$ cat src/rtl/elevator_trip_reader.sv
// Single-car elevator controller that consumes one pickup/destination request
// from a request register and runs the trip: move, open door, move, open door.
module elevator_trip_reader #(
    parameter int TOP_FLOOR   = 9,
    parameter int STEP_CYCLES = 4,
    parameter int DOOR_CYCLES = 3
) (
    input  logic       CLK,
    input  logic       RST,
    input  logic [3:0] inA,
    input  logic [3:0] inB,
    input  logic       req_valid,
    output logic       req_ack,
    output logic [3:0] floor,
    output logic       up,
    output logic       down,
    output logic       door_open,
    output logic       busy,
    output logic       err,
    output logic [2:0] stateDbg
);

    // Handshake: a request is taken when req_valid is high at a rising edge in
    // IDLE; req_ack pulses for the single FETCH cycle that follows, after which
    // the writer may reload inA/inB. req_valid is ignored in every other state.

    typedef enum logic [2:0] {
        IDLE      = 3'd0,
        FETCH     = 3'd1,
        MOVE_PICK = 3'd2,
        DOOR_PICK = 3'd3,
        MOVE_DEST = 3'd4,
        DOOR_DEST = 3'd5
    } stateT;

    localparam logic [3:0] TOP       = 4'(TOP_FLOOR);
    localparam logic [3:0] STEP_LAST = 4'(STEP_CYCLES);
    localparam logic [3:0] DOOR_LAST = 4'(DOOR_CYCLES - 1);

    stateT      state;
    stateT      nextState;
    logic [3:0] pick;
    logic [3:0] dest;
    logic [3:0] cnt;
    logic [3:0] nextCnt;
    logic [3:0] nextFloor;
    logic [3:0] target;
    logic       badReq;
    logic       errQ;

    assign stateDbg = state;
    assign err      = errQ;
    assign badReq   = (pick > TOP) || (dest > TOP);
    assign target   = (state == MOVE_DEST) ? dest : pick;

    always_ff @(posedge CLK or negedge RST) begin
        if (!RST) begin
            state <= IDLE;
            floor <= 4'd0;
            pick  <= 4'd0;
            dest  <= 4'd0;
            cnt   <= 4'd0;
            errQ  <= 1'b0;
        end else begin
            state <= nextState;
            floor <= nextFloor;
            cnt   <= nextCnt;
            errQ  <= (state == FETCH) && badReq;
            // Latch on acceptance so a reload during FETCH cannot alter the trip.
            if (state == IDLE && req_valid) begin
                pick <= inA;
                dest <= inB;
            end
        end
    end

    always_comb begin
        nextState = state;
        nextFloor = floor;
        nextCnt   = cnt;
        req_ack   = 1'b0;
        up        = 1'b0;
        down      = 1'b0;
        door_open = 1'b0;
        busy      = (state != IDLE);

        case (state)
            IDLE: begin
                nextCnt = 4'd0;
                if (req_valid) nextState = FETCH;
            end

            FETCH: begin
                req_ack = 1'b1;
                nextCnt = 4'd0;
                if (badReq)             nextState = IDLE;
                else if (pick != floor) nextState = MOVE_PICK;
                else                    nextState = DOOR_PICK;
            end

            MOVE_PICK, MOVE_DEST: begin
                up   = (target > floor);
                down = (target < floor);
                if (cnt == STEP_LAST) begin
                    // Arrival edge hands straight over to the door state.
                    nextCnt = 4'd0;
                    if (up)        nextFloor = floor + 4'd1;
                    else if (down) nextFloor = floor - 4'd1;
                    if (nextFloor == target)
                        nextState = (state == MOVE_PICK) ? DOOR_PICK : DOOR_DEST;
                end else begin
                    nextCnt = cnt + 4'd1;
                end
            end

            DOOR_PICK, DOOR_DEST: begin
                door_open = 1'b1;
                if (cnt == DOOR_LAST) begin
                    nextCnt = 4'd0;
                    if (state == DOOR_PICK && dest != floor) nextState = MOVE_DEST;
                    else                                     nextState = IDLE;
                end else begin
                    nextCnt = cnt + 4'd1;
                end
            end

            default: nextState = IDLE;
        endcase
    end

endmodule

$ cat config.mk
export PLATFORM = sky130hd
export DESIGN_NAME = elevator_trip_reader
export DESIGN_NICKNAME = d
export VERILOG_FILES = /design/src/rtl/elevator_trip_reader.sv
export SDC_FILE = /design/constraint.sdc
export NUM_CORES = 1
export LEC_CHECK = 0
export BUFFER_PORTS_ARGS = -buffer_cell sky130_fd_sc_hd__buf_2
export CORE_ASPECT_RATIO = 1.4
export CORE_UTILIZATION = 56
export CTS_CLUSTER_SIZE = 16
export DETAILED_ROUTE_END_ITERATION = 7
export PLACE_DENSITY_LB_ADDON = 0.2
export SLEW_MARGIN = 10
export SYNTH_ARGS = -nofsm -noshare
export SYNTH_HDL_FRONTEND = slang
export SYNTH_SLANG_ARGS = --single-unit
$ cat constraint.sdc
create_clock -name CLK -period 3.6 [get_ports CLK]
set_clock_uncertainty 0.15 [all_clocks]
set_input_delay 0.18 -clock CLK [delete_from_list [all_inputs] [get_ports CLK]]
set_output_delay 0.18 -clock CLK [all_outputs]
set_load 0.05 [all_outputs]
After elaboration in Yosys (flattened, before gate mapping). Index checks and enable logic that the tools add are counted.

Equal/unequal tests: 14. Reduce and logical (&&, ||, !) cells: 12. Add/subtract/negate cells: 3. Multiplexer cells: 21. Order comparisons: 4.

Operators by type and width (count): 4-bit two-way mux (7); 3-bit two-way mux (6); 3-bit one-hot mux with 4 select lines (1); 4-bit one-hot mux with 3 select lines (1); 4-bit by 1-bit adder with 4-bit output (second input constant) (2); 4-bit > comparator (second input constant) (2); 2-bit != test (second input constant) (4); 4-bit != test (2); 3-bit by 2-bit equality test with 1-bit output (second input constant) (2); 3-bit equality test (second input constant) (2); 3-bit nonzero test (2); 2-bit OR reduction (3); 1-bit two-way mux (5); 4-bit by 2-bit equality test with 1-bit output (second input constant) (1); 4-bit by 3-bit equality test with 1-bit output (second input constant) (1); 4-bit equality test (1); 4-bit > comparator (1); 4-bit less-than comparator (1); 4-bit AND reduction (1); 4-bit by 1-bit subtractor with 4-bit output (second input constant) (1); 3-bit by 1-bit equality test with 1-bit output (second input constant) (1); 1-bit logical AND (3); 3-bit zero test (1); 2-bit two-way mux (1); 2 further kinds (2).

Output and inout port bits: 13. Input bits: 11. Register bits after elaboration: 20. Word-level logic and storage cells: 60.

Logic depth before layout (Yosys ltp). Gate-level depths: netlist (run 1).

Depth in word-level cells: 11. Mapped depth: 13.

Worst setup path after synthesis (run 1). Ideal clock, no wire load.

Path type: flip-flop to output port. Start: reg state[2], in the netlist stateDbg[2]. End: out down. Path buffers: 3. Required time: 3.270 ns. Stages on the path, launching flop included: 12. Arrival time: 3.370 ns. Slack: -0.100 ns. Path through: dfrtp_1 -> buf_2 -> nand2b_4 -> nor2_2 -> mux2_2 -> ha_1 -> nor2b_1 -> or4_1 -> buf_2 -> and2_4 -> buf_6 -> nor2_1.

Cells in the longest elaborated chain, start to end: 4.

Ends and longest elaborated chain: start, declared (RTL line 40) `stateT state;`; start signal, assigned (RTL line 65) `state <= nextState;`; 3-bit equality test (RTL line 54, 87); 4-bit two-way mux (RTL line 54) `assign target = (state == MOVE_DEST) ? dest : pick;`; 4-bit less-than comparator (RTL line 103) `down = (target < floor);`; 1-bit two-way mux * (RTL line 87) `case (state)`; end, declared (RTL line 16) `output logic down,`.

Every way passes the cells marked *; elsewhere a longest branch is shown, timed or not.

Final worst setup path (run 1).
Start: reg state[1], in the netlist stateDbg[1]. End: reg state[0], in the netlist stateDbg[0].

Cells in the longest elaborated chain, start to end: 10.

Ends and longest elaborated chain: 3-bit equality test (RTL line 54, 87); 4-bit two-way mux (RTL line 54); 4-bit less-than comparator (RTL line 103); 4-bit two-way mux (RTL line 108) `else if (down) nextFloor = floor - 4'd1;`; 4-bit two-way mux (RTL line 107) `if (up) nextFloor = floor + 4'd1;`; 4-bit two-way mux (RTL line 104) `if (cnt == STEP_LAST) begin`; 4-bit two-way mux (RTL line 87); 4-bit equality test (RTL line 109) `if (nextFloor == target)`; 2-bit != test (no source line); 4-bit AND reduction (no source line).

Parallel ways exist; a longest one is shown, timed or not. The select of a mux whose other input is x is not followed. A chain may end at the register's enable or synchronous reset.

==> reports/qor.csv, run 1 <==
stage,metric,value,unit
clock_tree,CTS max path bufs,2,
logic_synthesis,Mean Syn Cell Area,9.43,µm²
logic_synthesis,Synth Net Count,181,
critical_path,crit-path max FO,9,
logic_synthesis,Synth Flop Type,dfrtp_1,
floorplan,initial core utilization,58.7,%
logic_synthesis,post-synthesis compound-gate area fraction,15.3,%
hold_path,hold crit path type,in -> reg,
critical_path,Startpoint Class,register,
floorplan,core area,0.00259,mm²
timing,unrepaired setup endpoints after global routing,false,
floorplan,DIE AREA,0.00293,mm²
grt,largest net degree at the start of global routing,21,
status,status,"complete, no violations",
critical_path,critical path class,reg -> reg,
route,# DRC,0,
timing,Rel. slew slack,62.2,%
timing,Max Freq,296,MHz
critical_path,CP top delay family,simple AND/OR/NAND/NOR gates,
floorplan,FP Rows,22,
timing,final setup vio count,0,
timing,Tmin final,3380,ps
floorplan,die span in y,63.6,µm
finish,ANT cells,0,
clock_tree,clock tree root driver cell,clkbuf_4,
finish,share of layout cells above drive strength 1,24.1,%
grt,All-Layer GR Usage,26.8,%
logic_synthesis,post-synthesis adder-cell area fraction,7.41,%
flow_run,max-cap violations,0,
grt,first-pass GRT wire length,5830,µm
route,final WL,3450,µm
clock_tree,clk_lat worst skew,300,ps
floorplan,# IOs,24,
finish,Layout area overhead,17.5,%
timing,setup TNS,0,ps
critical_path,Crit-path slowest cell,or4_1,
logic_synthesis,area share of the leading cell type in the synthesized netlist,32.9,%
clock_tree,H-tree depth,1,
logic_synthesis,XOR/XNOR share of the synthesized area,11.6,%
critical_path,crit end category,register,
logic_synthesis,cells after synthesis,161,
critical_path,sequence of cells on the critical path,nand2b_4 -> nor2_4 -> mux2_2 -> ha_1 -> nor2b_1 -> or4_1 -> and2_4 -> o21ai_4 -> xnor3_1 -> o41ai_2,
clock_tree,TritonCTS clock tree,done,
logic_synthesis,biggest area consumer among synthesized cells,dfrtp_1,
logic_synthesis,number of flops mapped to enable cells by yosys,0,
route,vias per cell,5.74,
clock_tree,postcts setup bufs,0,
timing,Final Hold Violating Endpoints,0,
timing,Tcrit/Tclk final,93.8,%
timing,Final Slew Violations,0,
route,drt first-iter violations,36,
place,GPL Wtd Cong,0.944,
grt,number of antenna violations at the first check in global routing,0,
critical_path,Worst Path Buf+Inv,0,
route,drt pass-1 iters,4,
logic_synthesis,post-synthesis mux area share,9.47,%
place,Post-DP HPWL,2460,µm
floorplan,Chip Width,46.0,µm
clock_tree,Clock transition at path regs,130,ps
finish,Post-layout nets,208,
timing,Slew @ Worst Pin,567,ps
route,antenna-violating nets left,0,
place,PortBufs,23,
logic_synthesis,top post-synthesis cells by area,"dfrtp_1, mux2_2, xnor2_1",
logic_synthesis,"FF+latch count, synth",20,
logic_synthesis,Synthesis Warnings,0,
route,DR WL/cell,15.5,µm
critical_path,crit path DAT,3440,ps
logic_synthesis,synth unique cells,45,
route,via count,1279,
logic_synthesis,"Seq/Total Area, Yosys",32.9,%
logic_synthesis,post-synthesis simple-gate area fraction,17.4,%
grt,vias in the first global route,1284,
logic_synthesis,Synth Cell Area,0.00152,mm²
critical_path,WP data required,3660,ps
critical_path,CP max stage delay,500,ps
logic_synthesis,"Async S/R FF share, synth",100,%
clock_tree,Sink Count,20,
grt,gr ovfl total,0,
logic_synthesis,main combinational cell family by area after synthesis,simple AND/OR/NAND/NOR gates,
clock_tree,CTS buffer count,3,
## worst register-to-register path, stage by stage (launching register included)
cell and delay (ps):
dfrtp_1 490, nand2b_4 220, nor2_4 150, mux2_2 370
ha_1 310, nor2b_1 140, or4_1 500, and2_4 220
o21ai_4 130, xnor3_1 250, o41ai_2 340
## kinds of logic after synthesis
logic type | Yosys count
buffers and inverters | 21
and+or+nand+nor | 50
muxes | 13
adders and majority gates | 9
AOI/OAI and AO/OA | 31
xor gates and xnor gates | 17
DFF | 20
## routing by layer
| layer | global-route usage (%) | part of all wire, % | wire [µm] |
|---|---|---|---|
| met5 | 0 | 0 | 0 |
| met4 | 8.46 | 2.1 | 73 |
| met3 | 2.87 | 2.1 | 74 |
| met2 | 47.2 | 54 | 1870 |
| met1 | 32.1 | 42 | 1430 |
## cell usage after synthesis (3+ instances only)
cell / number
nor3_1: 7
mux2_2: 11
a21oi_1: 6
nand4_1: 3
clkbuf_1: 7
a31oi_1: 3
o21ai_0: 6
dfrtp_1: 20
nand3_1: 4
inv_1: 11
ha_1: 9
nor2_1: 8
nand2_1: 13
xnor2_1: 14
## cells in the final DEF, fill, tap and decap left out, drive strengths merged, types with 2 or more instances in the layout
master	netlist	layout
a21oi	6	6
a31oi	3	3
and2	3	3
buf	3	22
clkbuf	7	4
dfrtp	20	20
dlygate4sd3	0	9
ha	9	9
inv	11	11
mux2	11	11
mux2i	2	2
nand2	13	13
nand2b	3	3
nand3	4	4
nand3b	2	2
nand4	3	3
nor2	9	9
nor3	7	7
o21ai	7	7
o32ai	2	2
o41ai	3	3
xnor2	14	14
xnor3	2	2
## cell type report
cell class              instances  area, µm²
fillers                       227        802
inverters                      11       41.3
well taps                      36       45.0
repair buffers                 32        208
multi-input cells             120        937
flip-flops and latches         20        502
clock inverters                 1       30.0
clock buffers                   3       22.5
## flip-flops by register name, summed over array words and instances (netlist names)
name,count
cnt,4
dest,4
floor,4
pick,4
stateDbg,3
err,1
## path summary, 6_finish.rpt
check	to	slack, ps	startpoint	cells after the start
setup / recovery	stateDbg[0]$_DFFE_PN0P_	220	stateDbg[1]$_DFFE_PN0P_	10
hold / removal	stateDbg[0]$_DFFE_PN0P_	80	req_valid	4
setup reg to reg	stateDbg[0]$_DFFE_PN0P_	220	stateDbg[1]$_DFFE_PN0P_	10
hold reg to reg	pick[0]$_DFFE_PN0P_	420	pick[0]$_DFFE_PN0P_	1
max in group asynchronous	stateDbg[2]$_DFFE_PN0P_	2760	RST	2
min in group asynchronous	cnt[3]$_DFFE_PN0P_	200	RST	2
## stage by stage
stage | instance area, µm² | setup slack, ps | cells | utilization, % | hold WS (ps)
finish | 1790 | 222 | 223 | 69.0 | 84.5
global route | 1790 | 65.5 | 223 | 69.0 | 89.2
CTS | 1780 | 123 | 223 | 68.7 | 77.5
detailed placement | 1640 | 230 | 210 | 63.2 | 6.44
global placement | 1640 | 356 | 210 | 63.2 | -0.855
floorplan | 1520 | 1.91 | 161 | - | -266
## timing repair
item | CTS | global route
endpoints found under the hold margin | 28 | 0
hold buffers | 9 | 0
setup endpoints to repair | 0 | 2
gates resized for setup | 0 | 2
Power of run 1 is not shown: default switching activity piles up to over one toggle a cycle in this logic, so the estimate is an artifact.
==> inputs of run 2 (changes only) <==
Settings changed: CORE_UTILIZATION 56 to 51.
Clock period 3.6 ns to 2.9 ns, I/O delays scaled along.
==> reports/qor.csv, run 2 (synthesized netlist as in run 1, its figures left out) <==
stage,metric,value,unit,change
status,status,"finished, violations left",,
status,failing checks,setup timing,,
critical_path,crit path DAT,3020,ps,-420 ps
grt,gr ovfl total,0,,unchanged
timing,Hold WS,101,ps,+16.8 ps
clock_tree,clk_lat worst skew,260,ps,-40 ps
place,PortBufs,23,,unchanged
clock_tree,CTS buffer count,3,,unchanged
route,# DRC,0,,unchanged
finish,Layout area overhead,34.2,%,
route,drt pass-1 iters,4,,unchanged
grt,vias in the first global route,1361,,+6.0%
route,drt first-iter violations,38,,+5.6%
floorplan,DIE AREA,0.00320,mm²,+9.4%
floorplan,# IOs,24,,unchanged
flow_run,max-cap violations,0,,unchanged
route,final WL,3800,µm,+10%
hold_path,hold crit path type,in -> reg,,
timing,Tmin final,3010,ps,-365 ps
critical_path,crit-path max FO,6,,-3
hold_path,HP Start,req_valid,,
route,DR WL/cell,15.8,µm,+1.9%
timing,setup ws final,-114,ps,-335 ps
clock_tree,CTS max path bufs,2,,unchanged
finish,fill cell count,202,,-11%
critical_path,FF-to-FF Start,stateDbg[1]$_DFFE_PN0P_,,
floorplan,initial core utilization,53.3,%,-5.4 points
place,Post-DP HPWL,2700,µm,+10%
finish,most frequent cells in the layout,"buf_2, dfrtp_1, buf_4, xnor2_1, nand2_1",,
critical_path,worst setup path startpoint,stateDbg[1]$_DFFE_PN0P_,,
clock_tree,Clock transition at path regs,80,ps,-50 ps
clock_tree,H-tree depth,1,,unchanged
critical_path,crit end category,register,,
place,GPL Wtd Cong,0.891,,-5.7%
clock_tree,Sink Count,20,,unchanged
timing,Max Freq,332,MHz,+12%
floorplan,Chip Width,48.1,µm,+4.6%
route,via count,1390,,+8.7%
critical_path,critical path class,reg -> reg,,
route,vias per cell,5.77,,+0.56%
timing,unrepaired setup endpoints after global routing,true,,
finish,Post-layout nets,225,,+8.2%
grt,first-pass GRT wire length,6040,µm,+3.7%
finish,footprint of the multi-input gates,0.00102,mm²,+8.7%
grt,number of antenna violations at the first check in global routing,0,,unchanged
floorplan,die span in y,66.6,µm,+4.6%
finish,final core occ,71.5,%,+2.5 points
timing,Final Hold Violating Endpoints,0,,unchanged
timing,final setup vio count,3,,+3
clock_tree,TritonCTS clock tree,done,,
clock_tree,clock tree root driver cell,clkbuf_8,,
route,antenna-violating nets left,0,,unchanged
critical_path,WP data required,2910,ps,-750 ps
timing,Rel. slew slack,61.5,%,-0.63 points
timing,Final Slew Violations,0,,unchanged
timing,Tcrit/Tclk final,104,%,+10 points
critical_path,Startpoint Class,register,,
floorplan,core area,0.00285,mm²,+10%
floorplan,FP Rows,23,,+4.5%
finish,area occupied by registers,504,µm²,+0.50%
grt,largest net degree at the start of global routing,21,,unchanged
finish,"commonest non-fill, non-tap cell in the layout",buf_2,,
finish,share of layout cells above drive strength 1,36.8,%,+13 points
finish,ANT cells,0,,unchanged
timing,Slew @ Worst Pin,573,ps,+5.06 ps
grt,All-Layer GR Usage,26.5,%,-0.30 points
-- run 2: what timing repair did --
| action | CTS | global route |
|---|---|---|
| pin swaps | 4 | 7 |
| hold endpoints to repair | 28 | 0 |
| resized for setup | 7 | 10 |
| endpoints found under the setup margin | 3 | 4 |
| setup buffers | 3 | 1 |
| hold buffers | 9 | 0 |
-- run 2: area by class of cell --
class                           instances  area share, %
Clock inverter                          1           1.47
Inverter                               11           2.03
Multi-Input combinational cell        120           50.0
Clock buffer                            3           2.03
Tap cell                               37           2.27
Timing Repair Buffer                   49           17.5
Sequential cell                        20           24.7
-- run 2: final timing paths --
check / endpoint / cells after the start / slack (ps)
max: stateDbg[0]$_DFFE_PN0P_ / 10 / -110
min: stateDbg[0]$_DFFE_PN0P_ / 4 / 100
max reg2reg: stateDbg[0]$_DFFE_PN0P_ / 10 / -110
min reg2reg: pick[0]$_DFFE_PN0P_ / 1 / 450
max in group asynchronous: stateDbg[0]$_DFFE_PN0P_ / 2 / 2050
min in group asynchronous: cnt[0]$_DFFE_PN0P_ / 2 / 210
-- run 2: per-stage QoR --
step	TNS (ps)	instance area (µm²)	setup WS, ps	cells
4_1_cts	-191	1990	-97.2	240
5_1_grt	-617	2040	-230	241
3_3_place_gp	-29.8	1780	-29.8	224
2_1_floorplan	-1100	1580	-361	161
6_report	-216	2040	-114	241
3_5_place_dp	-122	1780	-122	224
-- run 2: per-layer routing --
layer | global-route usage (%) | up-vias | part of all wire [%]
met5 | 0 | - | 0
met2 | 45.3 | 46 | 54
met4 | 10.1 | 0 | 2.1
met1 | 32.0 | 676 | 41
li1 | - | 658 | -
met3 | 3.52 | 10 | 3.0
-- run 2: critical path, stage by stage, from the launching register on --
cell	delay, ps
dfrtp_2	400
nand2b_4	150
nor2_4	160
mux2_4	340
ha_4	250
nor2b_4	120
or4_4	460
and2_4	190
o21ai_4	140
xnor3_1	280
o41ai_2	280
Power of run 2 is left out for the same reason.
==> inputs of run 3 (changes only) <==
Settings changed: CELL_PAD_IN_SITES_DETAIL_PLACEMENT set to 0, CELL_PAD_IN_SITES_GLOBAL_PLACEMENT set to 2, CORE_UTILIZATION 51 to 31.
==> reports/qor.csv, run 3 (synthesized netlist as in run 1, its figures left out) <==
stage,metric,value,unit,change
status,failing checks,setup timing,,
timing,final setup vio count,3,,unchanged
clock_tree,H-tree depth,1,,unchanged
route,DR WL/cell,15.1,µm,-3.9%
critical_path,crit end category,primary output,,
clock_tree,clock tree root driver cell,clkbuf_8,,
grt,first-pass GRT wire length,6670,µm,+10%
route,vias per cell,5.06,,-12%
status,status,"finished, violations left",,
timing,unrepaired setup endpoints after global routing,true,,
finish,share of layout cells above drive strength 1,37.7,%,+0.92 points
timing,Slew @ Worst Pin,598,ps,+25.2 ps
finish,"commonest non-fill, non-tap cell in the layout",buf_2,,
critical_path,WP data required,2610,ps,-300 ps
timing,Final Slew Violations,0,,unchanged
place,dpl ws,-74.5,ps,+47.5 ps
clock_tree,CTS max path bufs,2,,unchanged
finish,most frequent cells in the layout,"buf_2, buf_4, dfrtp_1, xnor2_1, nand2_1",,
timing,Final Hold Violating Endpoints,0,,unchanged
timing,Tmin final,2990,ps,-24.3 ps
clock_tree,clk_lat worst skew,270,ps,about the same
clock_tree,CTS buffer count,3,,unchanged
floorplan,initial core utilization,33.0,%,-20 points
critical_path,crit-path max FO,6,,unchanged
route,final WL,4080,µm,+7.3%
floorplan,Chip Width,61.2,µm,+27%
grt,vias in the first global route,1375,,+1.0%
flow_run,max-cap violations,0,,unchanged
place,GPL Wtd Cong,0.839,,-5.8%
finish,Post-layout nets,228,,+1.3%
finish,Layout area overhead,37.6,%,
route,# DRC,0,,unchanged
finish,fill cell count,477,,+140%
timing,Tcrit/Tclk final,103,%,-0.84 points
place,Post-DP HPWL,3000,µm,+11%
clock_tree,Sink Count,20,,unchanged
route,via count,1362,,-2.0%
finish,footprint of the multi-input gates,0.00104,mm²,+1.7%
critical_path,critical path class,reg -> out,,
floorplan,die span in y,84.8,µm,+27%
grt,number of antenna violations at the first check in global routing,0,,unchanged
floorplan,DIE AREA,0.00519,mm²,+62%
timing,setup TNS,-150,ps,+66.4 ps
critical_path,Startpoint Class,register,,
finish,area occupied by registers,504,µm²,unchanged
hold_path,hold crit path type,in -> reg,,
critical_path,crit path DAT,2690,ps,-330 ps
clock_tree,Clock transition at path regs,80,ps,about the same
floorplan,# IOs,24,,unchanged
grt,gr ovfl total,0,,unchanged
floorplan,FP Rows,29,,+26%
finish,ANT cells,0,,unchanged
route,antenna-violating nets left,0,,unchanged
timing,Rel. slew slack,59.8,%,-1.7 points
floorplan,core area,0.00461,mm²,+62%
clock_tree,TritonCTS clock tree,done,,
route,drt pass-1 iters,4,,unchanged
route,drt first-iter violations,33,,-13%
timing,Max Freq,335,MHz,+0.81%
grt,All-Layer GR Usage,17.5,%,-9.0 points
grt,largest net degree at the start of global routing,21,,unchanged
place,PortBufs,23,,unchanged
timing,setup ws final,-89.4,ps,+24.3 ps
## run 3: metal layers
metal	vias to the layer above	track usage, %	share of wire (%)	wire length (µm)
met1	660	22.9	43	1770
met3	10	2.59	2.6	106
met5	-	0	0	0
li1	663	-	-	-
met2	29	27.4	51	2060
met4	0	8.68	3.4	138
## run 3: worst paths after layout
check                           slack, ps                      end  cells after the start                     from
worst max-delay path                  -90                     down                     10  stateDbg[1]$_DFFE_PN0P_
worst min register to register        440      dest[0]$_DFFE_PN0P_                      1      dest[0]$_DFFE_PN0P_
min in group asynchronous             220       cnt[1]$_DFFE_PN0P_                      2                      RST
worst max register to register        -50  stateDbg[0]$_DFFE_PN0P_                     10  stateDbg[1]$_DFFE_PN0P_
worst min-delay path                   90  stateDbg[0]$_DFFE_PN0P_                      4                req_valid
max in group asynchronous            2030  stateDbg[1]$_DFFE_PN0P_                      2                      RST
## run 3: cell type report
type / count / share of cell area [%]
multi-input combinational: 120 / 49.6
sequential: 20 / 24.1
timing repair buffer: 52 / 18.0
tap: 62 / 3.71
clock buffer: 4 / 2.63
inverter: 11 / 1.98
## run 3: timing repair
action	in CTS	in global routing
resized for setup	8	9
setup endpoints to repair	3	6
hold endpoints to repair	28	0
gates cloned	0	0
hold buffers	9	0
pin swaps	4	4
buffers inserted	4	0
## run 3: stage by stage
stage          std cells  utilization (%)  area (µm²)  hold slack, ps
6_report             269             45.3        2090            89.3
5_1_grt              269             45.3        2090             119
4_1_cts              269             44.2        2040            85.2
3_5_place_dp         252             39.7        1830           -8.71
3_3_place_gp         252             39.7        1830           -23.7
2_1_floorplan        161                -        1580            -301
## run 3: critical path, cell delays in order (launching register included)
cell and delay [ps]:
dfrtp_2 410, nand2b_4 150, nor2_4 120, mux2_4 330
ha_4 220, nor2b_4 120, or4_4 520, and2_4 190
buf_6 120, nor2_4 80, buf_8 150
Power of run 3 is left out for the same reason.
